$ cat config.mk
export PLATFORM = sky130hd
export DESIGN_NAME = regfile_wb_arbiter
export DESIGN_NICKNAME = d
export VERILOG_FILES = /design/src/rtl/wb_pkg.sv /design/src/rtl/wb_fifo.sv /design/src/rtl/regfile_wb_arbiter.sv
export SDC_FILE = /design/constraint.sdc
export NUM_CORES = 1
export LEC_CHECK = 0
export ABC_AREA = 1
export BUFFER_PORTS_ARGS = -buffer_cell sky130_fd_sc_hd__buf_2
export CORE_MARGIN = 2
export CORE_UTILIZATION = 45
export CTS_CLUSTER_DIAMETER = 60
export CTS_CLUSTER_SIZE = 30
export DETAILED_ROUTE_END_ITERATION = 12
export PLACE_DENSITY_LB_ADDON = 0.3
export REMOVE_ABC_BUFFERS = 1
export SLEW_MARGIN = 20
export SYNTH_ARGS = -nofsm -noshare
export SYNTH_HDL_FRONTEND = slang
export SYNTH_SLANG_ARGS = --single-unit
$ cat constraint.sdc
create_clock -name clk -period 4.4 [get_ports clk]
set_clock_uncertainty 0.05 [all_clocks]
set_input_delay 0.88 -clock clk [delete_from_list [all_inputs] [get_ports clk]]
set_output_delay 0.88 -clock clk [all_outputs]
set_load 0.03 [all_outputs]
$ cat src/rtl/wb_pkg.sv
// Shared types and constants for the register file writeback path.
package wb_pkg;

  localparam int NSRC_DEF = 4;
  localparam int RADDR_W  = 5;
  localparam int DATA_W   = 32;
  localparam int NREG     = 1 << RADDR_W;

  localparam int SRC_ALU = 0;
  localparam int SRC_MDU = 1;
  localparam int SRC_LSU = 2;
  localparam int SRC_CP0 = 3;

  typedef struct packed {
    logic [RADDR_W-1:0] addr;
    logic [DATA_W-1:0]  data;
  } wb_req_t;

  function automatic logic [NREG-1:0] reg_onehot(input logic [RADDR_W-1:0] a);
    return NREG'(1) << a;
  endfunction

endpackage

$ cat src/rtl/wb_fifo.sv
// Per-source in-order writeback FIFO; head visible same cycle it is written-through-registered (1-cycle fill latency).
// No internal backpressure: caller gates push on count < DEPTH and pop on count != 0; flush empties it at the next edge.
module wb_fifo
  import wb_pkg::*;
#(
  parameter int DEPTH = 2
) (
  input  logic                     clk,
  input  logic                     rst_n,
  input  logic                     flush_i,
  input  logic                     push_i,
  input  logic                     pop_i,
  input  wb_req_t                  din_i,
  output wb_req_t                  dout_o,
  output logic [$clog2(DEPTH):0]   count_o,
  output logic [NREG-1:0]          addr_mask_o
);

  localparam int PW = $clog2(DEPTH);

  wb_req_t         mem_q [DEPTH];
  logic [PW-1:0]   wr_ptr_q;
  logic [PW-1:0]   rd_ptr_q;
  logic [PW:0]     count_q;
  logic [PW-1:0]   off;

  always_ff @(posedge clk) begin
    if (!rst_n || flush_i) begin
      wr_ptr_q <= '0;
      rd_ptr_q <= '0;
      count_q  <= '0;
    end else begin
      if (push_i) wr_ptr_q <= wr_ptr_q + 1'b1;
      if (pop_i)  rd_ptr_q <= rd_ptr_q + 1'b1;
      count_q <= count_q + (PW+1)'(push_i) - (PW+1)'(pop_i);
    end
  end

  always_ff @(posedge clk) begin
    if (push_i && !flush_i) mem_q[wr_ptr_q] <= din_i;
  end

  assign dout_o  = mem_q[rd_ptr_q];
  assign count_o = count_q;

  // A slot is live when its distance from the read pointer is below the count.
  always_comb begin
    addr_mask_o = '0;
    off         = '0;
    for (int j = 0; j < DEPTH; j++) begin
      off = PW'(j) - rd_ptr_q;
      if ((PW+1)'(off) < count_q) addr_mask_o = addr_mask_o | reg_onehot(mem_q[j].addr);
    end
  end

endmodule

$ cat src/rtl/regfile_wb_arbiter.sv
// Round-robin merge of NSRC writeback FIFOs onto the single register file write port; accept to rf_we is 2 cycles.
// Per-source ready drops when that FIFO is full (registered count only); flush drops everything buffered or staged.
module regfile_wb_arbiter
  import wb_pkg::*;
#(
  parameter int NSRC  = NSRC_DEF,
  parameter int DEPTH = 2
) (
  input  logic                      clk,
  input  logic                      rst_n,
  input  logic [NSRC-1:0]           src_valid,
  output logic [NSRC-1:0]           src_ready,
  input  logic [NSRC*RADDR_W-1:0]   src_addr,
  input  logic [NSRC*DATA_W-1:0]    src_data,
  input  logic                      flush,
  output logic                      rf_we,
  output logic [RADDR_W-1:0]        rf_waddr,
  output logic [DATA_W-1:0]         rf_wdata,
  output logic [NREG-1:0]           pend_mask,
  output logic                      idle
);

  localparam int CW  = $clog2(DEPTH) + 1;
  localparam int RRW = (NSRC > 1) ? $clog2(NSRC) : 1;

  logic [CW-1:0]   count    [NSRC];
  wb_req_t         head     [NSRC];
  logic [NREG-1:0] fmask    [NSRC];
  logic [NSRC-1:0] push;
  logic [NSRC-1:0] pop;
  logic [NSRC-1:0] nonempty;

  logic            grant_vld;
  logic [RRW-1:0]  grant_idx;
  logic [RRW-1:0]  cand;
  logic [RRW-1:0]  rr_q, rr_d;

  logic               rf_we_q, rf_we_d;
  logic [RADDR_W-1:0] rf_waddr_q, rf_waddr_d;
  logic [DATA_W-1:0]  rf_wdata_q, rf_wdata_d;

  for (genvar gi = 0; gi < NSRC; gi++) begin : g_src
    wb_req_t req_in;

    assign req_in.addr   = src_addr[gi*RADDR_W +: RADDR_W];
    assign req_in.data   = src_data[gi*DATA_W +: DATA_W];
    assign src_ready[gi] = rst_n && (count[gi] < CW'(DEPTH));
    // $0 writes are handshaken but never stored.
    assign push[gi]      = src_valid[gi] && src_ready[gi] && (req_in.addr != '0);
    assign nonempty[gi]  = (count[gi] != '0);
    assign pop[gi]       = grant_vld && (grant_idx == RRW'(gi));

    wb_fifo #(.DEPTH(DEPTH)) u_fifo (
      .clk         (clk),
      .rst_n       (rst_n),
      .flush_i     (flush),
      .push_i      (push[gi]),
      .pop_i       (pop[gi]),
      .din_i       (req_in),
      .dout_o      (head[gi]),
      .count_o     (count[gi]),
      .addr_mask_o (fmask[gi])
    );
  end

  always_comb begin
    grant_vld = 1'b0;
    grant_idx = '0;
    cand      = '0;
    for (int k = 0; k < NSRC; k++) begin
      cand = RRW'((int'(rr_q) + k) % NSRC);
      if (!grant_vld && nonempty[cand]) begin
        grant_vld = 1'b1;
        grant_idx = cand;
      end
    end
  end

  always_comb begin
    rr_d       = rr_q;
    rf_we_d    = 1'b0;
    rf_waddr_d = rf_waddr_q;
    rf_wdata_d = rf_wdata_q;
    if (grant_vld && !flush) begin
      rr_d       = RRW'((int'(grant_idx) + 1) % NSRC);
      rf_we_d    = 1'b1;
      rf_waddr_d = head[grant_idx].addr;
      rf_wdata_d = head[grant_idx].data;
    end
  end

  always_ff @(posedge clk) begin
    if (!rst_n) begin
      rr_q       <= '0;
      rf_we_q    <= 1'b0;
      rf_waddr_q <= '0;
      rf_wdata_q <= '0;
    end else begin
      rr_q       <= rr_d;
      rf_we_q    <= rf_we_d;
      rf_waddr_q <= rf_waddr_d;
      rf_wdata_q <= rf_wdata_d;
    end
  end

  always_comb begin
    pend_mask = rf_we_q ? reg_onehot(rf_waddr_q) : '0;
    for (int i = 0; i < NSRC; i++) pend_mask = pend_mask | fmask[i];
  end

  assign rf_we    = rf_we_q;
  assign rf_waddr = rf_waddr_q;
  assign rf_wdata = rf_wdata_q;
  assign idle     = ~|nonempty && !rf_we_q;

endmodule

==> metrics <==
setup bufs post-CTS 0; prevailing post-synth register cell edfxtp_1; final period utilization 0.9416; core outline area 38650 µm²; Compound-Gate Fraction of Synth Area 0.06379; share of cells above drive strength 1 0.2373; PortBufs 229; max_cap viols 0; clock buffer depth 3; Max VDD drop 565.6 µV; Placed Area 19380 µm²; TritonCTS buffer count 27; initial antenna violation count 15; chip height 202.1 µm; Starting DRT DRC Count 1355; Unique masters post-synth 39; Seq/Total Area, Yosys 0.5716; final hold violation count 0; Via Count 14790; post-layout min period 4.143 ns; global-route wire length before repair 92320 µm; synth cell count leaders nand2_1, edfxtp_1, nor2_1; Pleak 0.008010 µW; Hold Crit Start g_src[0].u_fifo.wr_ptr_q; post-synthesis register bit count 356; critical path class flip-flop to primary output; Syn Inst Count 1805; IO Count 230; DIE WIDTH 202.1 µm; Simple-Gate Fraction of Synth Area 0.2176; root buf cell clkbuf_16; # DRC 0; Syn. warnings 0; Area growth syn-to-layout 15.62%; Synth Cell Area 17650 µm²; HPWL Detailed 46400 µm; Die ar. 40830 µm²; Avg Inst Size Synth 9.780 µm²; delay of the slowest critical-path stage 0.54 ns; row count 72; worst hold path type flip-flop to flip-flop; wire per inst 24.56 µm; adder-cell share of the synthesized area 0.005670; final wirelength 62820 µm; Clock transition at path regs 0.08 ns; nets@finish 2173; initial core utilization 0.4568; final instance area 20410 µm²; CTS tree done; RSZ-0062 raised after global routing no; worst reg2reg endpoint g_src[1].u_fifo.count_o[1]; Critical Path Start Type flip-flop; area leader, netlist edfxtp_1; pwr dens 648.2 nW/µm²; vias per std cell 5.783; largest net degree at the start of global routing 75; hold path depth 2; placed insts 2499; Async SR Flop Fraction 0; cts repair resizes 0; Worst Hold Path EP g_src[0].u_fifo.wr_ptr_q; Finished Layout Cells 2558; Post-synth EDFFs 296; TritonCTS Sinks 356; setup violators final 0; WP data arrival 3.21 ns; fillers 3496; slowest CP cell o22ai_1; Synth top area share 0.5035; required time of the critical path 3.47 ns; Global Route Usage Sum 0.3046; drt pass-1 iters 5; count of pins over their slew limit 0; hold slack 0.4287 ns; XOR/XNOR share of the synthesized area 0.002977; H-Tree Depth 1; multiplexer share of the synthesized area 0.08165; final core utilization 0.5281; FF-to-FF setup slack 1.23 ns; Crit. End Element primary output; worst r2r path cells 13; most frequent cell after synthesis nand2_1; DRT antenna net count 0; GPL Wtd Cong 1.143; FF-to-FF Start g_src[0].u_fifo.count_o[0]; Post-CTS Hold Fix Bufs 0; max_slew headroom 0.2258; cell mode on critical path inv_1; worst-skew pair later-pin latency 0.58 ns; largest cells by area after synthesis edfxtp_1, mux2_2, nand2_1; worst-path fanout max 12; worst slew pin tran 1.160 ns; fmax 0.2414 GHz; GRT Residual Overflow 0; critical path, cell by cell inv_1 -> o21ai_0 -> inv_1 -> nor2_1 -> inv_1 -> o22ai_1 -> nor2_1 -> nand3_1 -> buf_2; status finished clean; largest family of logic cells by synthesized area simple AND/OR/NAND/NOR gates; vias in the first global route 14320
[routing by layer]
metal  wire [µm]  part of all wire  vias up  GRT usage
met5          69            0.0011        -          0
met4        3073             0.049       10     0.1276
met3        4665             0.074      140    0.05579
met2       30720              0.49      659     0.5265
met1       24290              0.39     7213     0.3752
li1            -                 -     6770          -
[metrics by stage]
step | total power [µW] | worst slack, ns | TNS, ns
floorplan | 8106 | -0.6023 | -101.14
global placement | 10560 | 1.014 | 0
detailed placement | 10610 | 1.153 | 0
CTS | 13360 | 0.5036 | 0
global route | 14080 | 0.1520 | 0
finish | 13230 | 0.2569 | 0
[worst max-delay path, delay by kind of cell (launching register included)]
kind	cells	cell delay (ns)
DFF	1	0.35
buffers and inverters	4	0.77
AOI/OAI and AO/OA	2	0.80
and+or+nand+nor	3	0.69
[cell type report]
| class | count | area [µm²] | area share |
|---|---|---|---|
| Antenna cell | 9 | 22.52 | 0.001103 |
| Clock buffer | 28 | 679.4 | 0.03329 |
| Clock inverter | 22 | 321.6 | 0.01575 |
| Inverter | 150 | 565.5 | 0.02771 |
| Multi-Input combinational cell | 1207 | 6628 | 0.3247 |
| Sequential cell | 356 | 10090 | 0.4946 |
| Tap cell | 518 | 648.1 | 0.03175 |
| Timing Repair Buffer | 268 | 1451 | 0.07111 |
[how the worst max path moves through the flow]
stage                                     from                           to  slack (ns)  depth (start not counted)
global placement    g_src[3].u_fifo.count_o[0]                pend_mask[15]        1.01                          9
global route        g_src[3].u_fifo.count_o[0]                pend_mask[15]        0.15                          9
finish              g_src[3].u_fifo.count_o[0]                pend_mask[15]        0.26                          9
CTS                 g_src[3].u_fifo.count_o[0]                pend_mask[15]        0.50                          9
floorplan                                rst_n  g_src[3].u_fifo.mem_q[0][0]       -0.60                          4
detailed placement  g_src[3].u_fifo.count_o[0]                pend_mask[31]        1.15                          9
[cell families after synthesis]
logic type,Yosys count
AND/OR/NAND/NOR,890
flip-flops,356
buffers and inverters,242
AO/OA/AOI/OAI,175
multiplexers,128
adder cells (fa/ha/maj),8
XOR/XNOR,6
[sequential cells by signal (all words and copies together) (netlist names), named ones only]
signal / cells
g_src.u_fifo.mem_q: 296
rr_q: 2
rf_wdata: 32
g_src.u_fifo.rd_ptr_q: 4
g_src.u_fifo.wr_ptr_q: 4
rf_we: 1
rf_waddr: 5
g_src.u_fifo.count_o: 8
[placed cells by master, fill, tap and decap left out, types with 10 or more instances in the layout]
cell type,netlist,routed
edfxtp_1,296,296
buf_2,19,229
nor3_1,29,24
o22ai_1,26,26
nor4_1,11,10
a22oi_1,14,14
a221oi_1,33,33
nand2_1,345,345
clkinv_1,12,12
dfxtp_1,60,56
clkbuf_16,0,27
mux2_2,128,128
inv_1,132,132
a211oi_1,12,12
nand4_1,63,63
buf_4,10,38
o21ai_0,33,33
nor2_1,253,247
a21oi_1,44,44
nand3_1,173,173
[report_power, final]
part	total, µW	internal [µW]	switching [µW]
registers	4220	3900	324
logic	6260	1790	4470
clock network	2750	1410	1340
total	13200	7090	6140
Power figures use the tool's default switching activity.
